--- src/rtl/typec_pkg.sv ---
// typec_pkg: shared types, Rp strength codes, default timing and output decode
// for the Type-C source CC controller.
package typec_pkg;

    // Width of the shared debounce / hold counter.
    localparam int unsigned CNT_W = 16;

    // Default timing constants in clk cycles.
    localparam int unsigned DEB_CYC_DEF = 150;  // tCCDebounce
    localparam int unsigned PD_CYC_DEF  = 10;   // tPDDebounce
    localparam int unsigned ERR_CYC_DEF = 25;   // ErrorRecovery hold

    // Rp strength codes as seen on rp_sel_cfg / rp_sel.
    typedef enum logic [1:0] {
        RP_SEL_DEFAULT = 2'd0,  // 36K, default USB power
        RP_SEL_1A5     = 2'd1,  // 12K, 1.5A
        RP_SEL_3A0     = 2'd2,  // 4.7K, 3A
        RP_SEL_3A0_ALT = 2'd3   // 4.7K, 3A (alias)
    } rp_sel_e;

    // Connection state machine states.
    typedef enum logic [2:0] {
        ST_UNATTACHED    = 3'd0,
        ST_ATTACH_WAIT   = 3'd1,
        ST_ATTACHED      = 3'd2,
        ST_UNATTACH_WAIT = 3'd3,
        ST_ERR_RECOVERY  = 3'd4
    } tc_state_e;

    // Bundle of the state-decoded outputs.
    typedef struct packed {
        logic attached;
        logic vbus_en;
        logic cc_sel;
        logic vconn2_en;
        logic vconn1_en;
        logic rp2_en;
        logic rp1_en;
    } tc_outs_t;

    // Moore decode of the output bundle from state, orientation and cable-Ra flag.
    // VCONN only ever goes to the passive CC, and that CC loses its Rp when it does.
    function automatic tc_outs_t decode_outs(input tc_state_e st,
                                             input logic      ori,
                                             input logic      ra_seen);
        tc_outs_t o;
        o = '0;
        case (st)
            ST_UNATTACHED, ST_ATTACH_WAIT: begin
                o.rp1_en = 1'b1;
                o.rp2_en = 1'b1;
            end
            ST_ATTACHED, ST_UNATTACH_WAIT: begin
                o.attached = 1'b1;
                o.vbus_en  = 1'b1;
                o.cc_sel   = ori;
                if (ori) begin
                    o.rp2_en    = 1'b1;
                    o.rp1_en    = ~ra_seen;
                    o.vconn1_en = ra_seen;
                end else begin
                    o.rp1_en    = 1'b1;
                    o.rp2_en    = ~ra_seen;
                    o.vconn2_en = ra_seen;
                end
            end
            default: begin
                o = '0;
            end
        endcase
        return o;
    endfunction

endpackage

--- src/rtl/typec_dbnc_cnt.sv ---
// typec_dbnc_cnt: 16-bit saturating counter with synchronous clear, count
// enable and a compare-against-terminal flag.
module typec_dbnc_cnt
    import typec_pkg::*;
(
    input  logic             clk_i,
    input  logic             srst_i,
    input  logic             clr_i,
    input  logic             en_i,
    input  logic [CNT_W-1:0] term_i,
    output logic             at_term_o
);

    logic [CNT_W-1:0] cnt_q;
    logic [CNT_W-1:0] cnt_d;

    // Next count: clear wins over enable, and the count holds at all-ones.
    always_comb begin
        cnt_d = cnt_q;
        if (clr_i) begin
            cnt_d = '0;
        end else if (en_i && (cnt_q != '1)) begin
            cnt_d = cnt_q + 1'b1;
        end
    end

    // Count register.
    always_ff @(posedge clk_i) begin
        if (srst_i) begin
            cnt_q <= '0;
        end else begin
            cnt_q <= cnt_d;
        end
    end

    assign at_term_o = (cnt_q == term_i);

endmodule

--- src/rtl/typec_src_ctl.sv ---
// typec_src_ctl: USB Type-C source-side CC connection controller.
// Debounces Rd presence on CC1/CC2, selects orientation, drives Rp, VCONN and
// VBUS, and handles detach debounce and ErrorRecovery.
module typec_src_ctl
    import typec_pkg::*;
#(
    parameter int unsigned DEB_CYC = DEB_CYC_DEF,
    parameter int unsigned PD_CYC  = PD_CYC_DEF,
    parameter int unsigned ERR_CYC = ERR_CYC_DEF
) (
    input  logic       clk,
    input  logic       srst,
    input  logic       cc1_rd,
    input  logic       cc2_rd,
    input  logic       cc1_ra,
    input  logic       cc2_ra,
    input  logic       err_rec,
    input  logic [1:0] rp_sel_cfg,
    output logic       rp1_en,
    output logic       rp2_en,
    output logic [1:0] rp_sel,
    output logic       vconn1_en,
    output logic       vconn2_en,
    output logic       cc_sel,
    output logic       vbus_en,
    output logic       attached
);

    // Terminal counts: a wait of N cycles ends when the counter reads N-1.
    localparam logic [CNT_W-1:0] DEB_TERM = CNT_W'(DEB_CYC - 1);
    localparam logic [CNT_W-1:0] PD_TERM  = CNT_W'(PD_CYC - 1);
    localparam logic [CNT_W-1:0] ERR_TERM = CNT_W'(ERR_CYC - 1);

    // Synchronizer stages, bit order {cc2_ra, cc1_ra, cc2_rd, cc1_rd}.
    logic [3:0] sync1_q;
    logic [3:0] sync2_q;
    logic       s_cc1_rd;
    logic       s_cc2_rd;
    logic       s_cc1_ra;
    logic       s_cc2_ra;

    tc_state_e  state_q;
    tc_state_e  state_d;
    logic       ori_q;
    logic       ori_d;
    logic       ra_seen_q;
    logic       ra_seen_d;
    tc_outs_t   outs_q;
    logic [1:0] rp_sel_q;

    logic             one_rd;
    logic             act_rd;
    logic             oth_ra;
    logic             cnt_clr;
    logic             cnt_en;
    logic             cnt_at_term;
    logic [CNT_W-1:0] cnt_term_val;

    // Two-flop synchronizers for the asynchronous comparator inputs.
    always_ff @(posedge clk) begin
        if (srst) begin
            sync1_q <= '0;
            sync2_q <= '0;
        end else begin
            sync1_q <= {cc2_ra, cc1_ra, cc2_rd, cc1_rd};
            sync2_q <= sync1_q;
        end
    end

    assign s_cc1_rd = sync2_q[0];
    assign s_cc2_rd = sync2_q[1];
    assign s_cc1_ra = sync2_q[2];
    assign s_cc2_ra = sync2_q[3];

    // Exactly one Rd present; the active CC's Rd and the passive CC's Ra.
    assign one_rd = s_cc1_rd ^ s_cc2_rd;
    assign act_rd = ori_q ? s_cc2_rd : s_cc1_rd;
    assign oth_ra = ori_q ? s_cc1_ra : s_cc2_ra;

    // Counter terminal value depends on which wait the current state is timing.
    always_comb begin
        case (state_q)
            ST_ATTACH_WAIT:   cnt_term_val = DEB_TERM;
            ST_UNATTACH_WAIT: cnt_term_val = PD_TERM;
            ST_ERR_RECOVERY:  cnt_term_val = ERR_TERM;
            default:          cnt_term_val = '1;
        endcase
    end

    typec_dbnc_cnt u_cnt (
        .clk_i     (clk),
        .srst_i    (srst),
        .clr_i     (cnt_clr),
        .en_i      (cnt_en),
        .term_i    (cnt_term_val),
        .at_term_o (cnt_at_term)
    );

    // Next-state, orientation, Ra capture and counter control; err_rec beats everything.
    always_comb begin
        state_d   = state_q;
        ori_d     = ori_q;
        ra_seen_d = ra_seen_q;
        cnt_clr   = 1'b0;
        cnt_en    = 1'b0;
        if (err_rec) begin
            state_d = ST_ERR_RECOVERY;
            cnt_clr = 1'b1;
        end else begin
            case (state_q)
                ST_UNATTACHED: begin
                    if (one_rd) begin
                        state_d = ST_ATTACH_WAIT;
                        ori_d   = s_cc2_rd;
                        cnt_clr = 1'b1;
                    end
                end
                ST_ATTACH_WAIT: begin
                    // The entry pattern is implied by ori: stable means the Rd
                    // still sits on the CC that ori points at.
                    if (!one_rd) begin
                        state_d = ST_UNATTACHED;
                    end else if (s_cc2_rd != ori_q) begin
                        ori_d   = s_cc2_rd;
                        cnt_clr = 1'b1;
                    end else if (cnt_at_term) begin
                        state_d   = ST_ATTACHED;
                        ra_seen_d = oth_ra;
                    end else begin
                        cnt_en = 1'b1;
                    end
                end
                ST_ATTACHED: begin
                    if (!act_rd) begin
                        state_d = ST_UNATTACH_WAIT;
                        cnt_clr = 1'b1;
                    end
                end
                ST_UNATTACH_WAIT: begin
                    if (act_rd) begin
                        state_d = ST_ATTACHED;
                    end else if (cnt_at_term) begin
                        state_d = ST_UNATTACHED;
                    end else begin
                        cnt_en = 1'b1;
                    end
                end
                ST_ERR_RECOVERY: begin
                    if (cnt_at_term) begin
                        state_d = ST_UNATTACHED;
                    end else begin
                        cnt_en = 1'b1;
                    end
                end
                default: begin
                    state_d = ST_UNATTACHED;
                end
            endcase
        end
    end

    // State registers; outputs are decoded from the next state so they change
    // on the same edge as the state itself.
    always_ff @(posedge clk) begin
        if (srst) begin
            state_q   <= ST_UNATTACHED;
            ori_q     <= 1'b0;
            ra_seen_q <= 1'b0;
            outs_q    <= decode_outs(ST_UNATTACHED, 1'b0, 1'b0);
        end else begin
            state_q   <= state_d;
            ori_q     <= ori_d;
            ra_seen_q <= ra_seen_d;
            outs_q    <= decode_outs(state_d, ori_d, ra_seen_d);
        end
    end

    // Registered copy of the Rp strength selection.
    always_ff @(posedge clk) begin
        if (srst) begin
            rp_sel_q <= RP_SEL_DEFAULT;
        end else begin
            rp_sel_q <= rp_sel_cfg;
        end
    end

    assign rp1_en    = outs_q.rp1_en;
    assign rp2_en    = outs_q.rp2_en;
    assign vconn1_en = outs_q.vconn1_en;
    assign vconn2_en = outs_q.vconn2_en;
    assign cc_sel    = outs_q.cc_sel;
    assign vbus_en   = outs_q.vbus_en;
    assign attached  = outs_q.attached;
    assign rp_sel    = rp_sel_q;

endmodule

--- config.mk ---
export PLATFORM = sky130hd
export DESIGN_NAME = typec_src_ctl
export DESIGN_NICKNAME = d
export VERILOG_FILES = /design/src/rtl/typec_pkg.sv /design/src/rtl/typec_dbnc_cnt.sv /design/src/rtl/typec_src_ctl.sv
export SDC_FILE = /design/constraint.sdc
export NUM_CORES = 1
export LEC_CHECK = 0
export CORE_MARGIN = 3
export CORE_UTILIZATION = 35
export CTS_CLUSTER_DIAMETER = 80
export DETAILED_ROUTE_END_ITERATION = 6
export DONT_BUFFER_PORTS = 1
export PLACE_DENSITY = 0.49
export SYNTH_ARGS = -nofsm -noshare
export SYNTH_HDL_FRONTEND = slang
export SYNTH_SLANG_ARGS = --single-unit
--- constraint.sdc ---
create_clock -name clk -period 3 [get_ports clk]
set_clock_uncertainty 0.2 [all_clocks]
set_input_delay 0.6 -clock clk [delete_from_list [all_inputs] [get_ports clk]]
set_output_delay 0.6 -clock clk [all_outputs]
set_load 0.01 [all_outputs]
### After elaboration in Yosys (flattened, before gate mapping)

Index checks and enable logic that the tools add are counted.

* flip-flop bits (word level): 38
* input bits: 9

* $add $sub $neg: 1
* equality and inequality tests: 10
* mux-type cells: 39
* bitwise logic cells: 4
* reduce and logical (&&, ||, !) cells: 9

Operators with widths (count)
* $pmux W16 S3: 1
* $mux W3: 8
* $mux W1: 23
* $add A16 B1 Y16 const B: 1
* $eq A16 B16 Y1: 1
* $ne A16 B16 Y1 const B: 1
* $pmux W3 S5: 1
* $eq A3 B2 Y1 const B: 4
* $reduce_or A2 Y1: 4
* $eq A3 B1 Y1 const B: 2
* $logic_not A3 Y1: 2
* $pmux W1 S3: 2
* $reduce_or A3 Y1: 2
* $mux W5: 1
* $pmux W2 S2: 1
* $eq A3 B3 Y1 const B: 1
* $not A1 Y1: 3
* $mux W2: 1
* $pmux W1 S2: 1
* $logic_and A1 B1 Y1: 1
* $ne A1 B1 Y1: 1
* $xor A1 B1 Y1: 1

### Logic depth before layout (Yosys ltp)

Gate-level depths: netlist of the first run.

* word-level depth: 12
* gate-level depth with buffers: 9

### Modules after synthesis

Synthesis of the first run repeated with hierarchy kept, for this count alone.

* cell total of the unflattened synthesis: 211
* area total of the unflattened synthesis: 1940.6 µm²

By module, submodules not included
* typec_dbnc_cnt: times used 1, cells each 121, area an instance 1073.5 µm²
* typec_src_ctl: times used 1, cells each 90, area an instance 867.1 µm²

### Worst setup path before layout of the first run

OpenSTA, ideal clock, no wires.

* path type: register -> register
* start point: register state_q[2]
* end point: register outs_q (netlist bit rp2_en)
* library setup time: 0.122 ns
* arrival time: 2.064 ns
* slack: 0.614 ns
* cell stages (with the launch flop): 9
* buffers on the path: 2
* clock period less this slack: 2.386 ns
* cell sequence: dfxtp_1 > or3b_1 > buf_2 > a211o_1 > a32oi_2 > o211a_4 > buf_6 > a21oi_2 > o32a_1

* cells in the longest elaborated chain, start to end: 11
* elaborated cells on any way between the ends: 32
* those cells by class: eq/ne: 8; mux: 19; bitwise: 1; reduce/logical: 4

RTL lines
* start, declared: RTL line typec_src_ctl.sv:42 `tc_state_e state_q;`
* start signal, assigned: RTL line typec_src_ctl.sv:171 `state_q <= state_d;`
* $eq A3 B3 Y1, or another cell as far along: RTL line typec_src_ctl.sv:82, typec_src_ctl.sv:110
* $pmux W16 S3: RTL line typec_src_ctl.sv:82 `case (state_q)`
* $eq A16 B16 Y1: RTL line typec_dbnc_cnt.sv:36 `assign at_term_o = (cnt_q == term_i);`
* $mux W3 or $mux W1 (tied branches): RTL line typec_src_ctl.sv:126 `end else if (cnt_at_term) begin`
* $mux W3 or $mux W1 (tied branches): RTL line typec_src_ctl.sv:123 `end else if (s_cc2_rd != ori_q) begin`
* $mux W3 or $mux W1 (tied branches): RTL line typec_src_ctl.sv:121 `if (!one_rd) begin`
* $pmux W3 S5 or $mux W1 (tied branches): RTL line typec_src_ctl.sv:110 `case (state_q)`
* $mux W3 or $mux W1 (tied branches): RTL line typec_src_ctl.sv:106 `if (err_rec) begin`
* $eq A3 B2 Y1, or another cell as far along: RTL line typec_pkg.sv:48 `case (st)`
* $reduce_or A2 Y1 or $mux W2 (tied branches): RTL line typec_pkg.sv:48, typec_pkg.sv:57
* $pmux W2 S2 (*): RTL line typec_pkg.sv:48
* end signal, assigned: RTL line typec_src_ctl.sv:169 `outs_q <= decode_outs(ST_UNATTACHED, 1'b0, 1'b0);`
* end signal, assigned: RTL line typec_src_ctl.sv:174 `outs_q <= decode_outs(state_d, ori_d, ra_seen_d);`
* end, declared: RTL line typec_src_ctl.sv:48 `tc_outs_t outs_q;`

Every way passes the cells marked *; elsewhere a longest branch is shown, timed or not.
A chain may end at the register's enable or synchronous reset.

### Final worst setup path of the first run

Ends and elaborated chain as after synthesis.

==> summary.md, run 1 <==
| Metric | Value |
|---|---|
| Synth Instances | approximately 240 |
| Startpoint types | flip-flop |
| Setup TNS | 0 ns |
| Dpl ws | ~0.29 ns |
| Buffers added on ports | 0 |
| Post-route cell area | around 2200 sq um |
| Setup Fix Bufs, Post-CTS | 0 |
| Detail Route Antenna Nets | 0 |
| Grt ovf | 0 |
| CTS Buf Count | 5 |
| Vias | approximately 1800 |
| CORE AREA | about 5300 sq um |
| Req. time, crit path | ~3 ns |
| Post-layout min period | about 2.7 ns |
| Post-synth top area share | 37.2% |
| Area leader, netlist | dfxtp_1 |
| Synth Area in Compound Gates | ~22% |
| Vias per inst | around 5.8 |
| DRT Pass-1 Iters | 4 |
| Post-route insts no fill | roughly 300 |
| Largest family of logic cells by synthesized area | simple AND/OR/NAND/NOR gates |
| Slew margin rel. | 71.8% |
| Initial antenna violation count | 0 |
| Root Buffer | clkbuf_8 |
| EDFF count, synth | 0 |
| Mux share of post-synthesis cell area | around 1.0% |
| Arr. time, crit path | 2.73 ns |
| XOR/XNOR Fraction of Synth Area | less than 1% |
| Met1 GRT Util | between 20% and 30% |
| GR Util met3 | 3.62% |
| Maximum VDD drop | ~230 uV |
| Initial Util | a little under two fifths |
| Count of cell types in the netlist | between 50 and 60 |
| Die area | between 6000 and 7000 sq um |
| Status | finished, final reports clean |
| Synth warnings | 0 |
| Busiest layer in global routing | met2 |
| Top post-synthesis cells by area | dfxtp_1 (37%), o31ai_1 (4.9%), or4_1 (4.9%) |
| WHS | between 0.15 and 0.2 ns |
| CP Capture Type | flip-flop |
| Placed cell count | slightly below 300 |
| Layout cell share with drive strength beyond 1 | about a tenth |
| Number of global-route vias before repair | about 1600 |
| DRC | 0 |
| Sequential element share of the synthesized area | a little under two fifths |
| Crit Path Max Fanout | 33 |
| Die height | slightly above 80 um |
| Placer congestion estimate | about 0.81 |
| DPL Wire Length | about 3200 um |
| Yosys reg bits | 37 |
| Slew Limit Fails | 0 |
| Synth Area per Inst | between 8 and 9 sq um |
| I/O Pins | 18 |
| Reg clk slew, reported paths | approximately 0.080 ns |
| Syn-to-layout area delta | 8.48% |
| DRT Wirelength | around 4600 um |
| P per Cell Area | ~470 nW/um^2 |
| RSZ-0062 raised after global routing | no |
| Leakage | between 0.7 and 0.8 nW |
| Overall Global Routing Usage | between 15 and 20% |
| Setup CP Type | flip-flop to flip-flop |
| Largest net degree at the start of global routing | 34 |
| Share of synthesized registers carrying an async set or reset | 0% |
| Die width | 81.4 um |
| Grt met2 use | ~22% |
| Clk_lat worst skew | 0.29 ns |
| Tightest Hold Check Type | input pin to flip-flop |
| Endpoints failing hold | 0 |
| Primary FF master, synth | dfxtp_1 |
| Layout Nets | around 240 |
| Fmax | 364 MHz |
| First-pass GRT wire length | a little under 8000 um |
| CTS sink count | 37 |
| Max cap viols | 0 |
| Synth Area in Simple Gates | 32.9% |
| Rows | 26 |
| Post-Syn Nets | approximately 250 |
| 1st-iter DRT viols | 159 |
| Clock Path Buffers | 2 |
| Routed WL per cell | between 15 and 20 um |
| Synth Cell Area | between 1500 and 2000 sq um |
| Hold_buf cts | 0 |
| CTS tree | yes |
| Tightest Pin Transition | between 0.4 and 0.5 ns |
| CTS resizes | 0 |
| Final period util | about 92% |
| Area after DPL | around 2000 sq um |
| CTS HTree Levels | 2 |
| Final setup vio count | 0 |
| Synth Area in Adders | less than 1% |
| Ant. Diodes | 0 |
| Final worst slack | approximately 0.25 ns |
## stage by stage
step	total power [mW]	utilization (%)
6_report	1.02	40.8
5_1_grt	1.07	40.8
4_1_cts	1.03	40.8
3_5_place_dp	0.586	38.6
3_3_place_gp	0.587	38.6
2_1_floorplan	0.572	-
## final timing paths
path                                  from    endpoint  slack, ns  depth (start not counted)
worst max-delay path            state_q[2]      rp2_en       0.25                          6
worst min-delay path                  srst  state_q[2]       0.17                          1
worst max register to register  state_q[2]      rp2_en       0.25                          6
worst min register to register  sync1_q[1]  sync2_q[1]       0.24                          1
## area by class of cell
cell class              count  area [sq um]
flip-flops and latches     37           741
clock buffers               5          68.8
multi-input cells         177          1140
clock inverters             3          46.3
well taps                  70          87.6
repair buffers              7          52.6
fillers                   556          3140
inverters                   6          22.5
## synthesized netlist by cell type (all sizes together) (2+ instances only)
| cell | n |
|---|---|
| dfxtp | 37 |
| a21oi | 19 |
| nor2 | 15 |
| nand2 | 14 |
| nor2b | 14 |
| o31ai | 13 |
| or4 | 13 |
| nand3 | 10 |
| clkbuf | 9 |
| buf | 8 |
| o21ai | 8 |
| and3 | 7 |
| inv | 6 |
| and2 | 4 |
| and4 | 4 |
| nand2b | 4 |
| nor3b | 4 |
| o211ai | 4 |
| nor3 | 3 |
| nor4 | 3 |
| or2 | 3 |
| a211oi | 2 |
| a31o | 2 |
| a32oi | 2 |
| a41oi | 2 |
| and3b | 2 |
| mux2i | 2 |
| nand3b | 2 |
| nand4 | 2 |
| o211a | 2 |
| o32a | 2 |
| or3 | 2 |
| or3b | 2 |
## sequential cells by signal (all words and copies together) (netlist names)
register	flops
ra_seen_q	1
state_q	3
vconn1_en	1
rp_sel	2
vconn2_en	1
cc_sel	1
sync1_q	4
ori_q	1
rp2_en	1
u_cnt.cnt_q	16
attached	1
sync2_q	4
rp1_en	1
## layout by cell type, fill, tap and decap left out, types with 2 or more instances in the layout
cell / n
nand2b_1: 4
nand3b_1: 2
a211oi_1: 2
buf_4: 7
nand4_1: 2
o31ai_1: 13
or3b_1: 2
and4_1: 3
o21ai_0: 6
nor2_1: 15
o32a_1: 2
nand2_1: 14
nor2b_1: 14
inv_1: 6
or3_1: 2
nand3_1: 10
a41oi_1: 2
o21ai_1: 2
or2_2: 2
or4_1: 13
and2_1: 3
dfxtp_1: 37
nor4_1: 3
and3_1: 7
o211ai_1: 4
a21oi_1: 18
and3b_1: 2
nor3_1: 3
clkbuf_8: 5
nor3b_1: 4
mux2i_1: 2
## kinds of logic (layout without fill, tap and decap cells)
kind of cell	count (synthesis)	after routing
buf+inv	23	21
fa+ha+maj	1	1
flops	37	37
mux	2	2
simple gates	110	110
compound gates	63	63
xor+xnor	1	1
## worst max-delay path: stages, from the launching register on
cell	delay [ns]
dfxtp_1	0.42
or3b_1	0.48
a211o_1	0.31
a32oi_2	0.29
o211a_4	0.43
a21oi_2	0.18
o32a_1	0.35
## routing by layer
metal	part of all wire, %	up-vias
met3	3.9	7
met5	0	-
li1	-	886
met1	51	841
met4	1.5	0
met2	44	34
## report_power, final
part           total, mW  switching (mW)  internal [mW]
sequential         0.514          0.0122          0.502
clock              0.441           0.193          0.249
combinational     0.0611          0.0339         0.0272
Power figures use the tool's default switching activity.
==> inputs of run 2 (changes only) <==
--- a/config.mk
+++ b/config.mk
@@ -11,6 +11,7 @@
 export DETAILED_ROUTE_END_ITERATION = 6
 export DONT_BUFFER_PORTS = 1
 export PLACE_DENSITY = 0.49
+export SKIP_CTS_REPAIR_TIMING = 1
 export SYNTH_ARGS = -nofsm -noshare
 export SYNTH_HDL_FRONTEND = slang
 export SYNTH_SLANG_ARGS = --single-unit
==> results of run 2 <==
No change in the layout: final DEF, timing and power equal those of run 1.
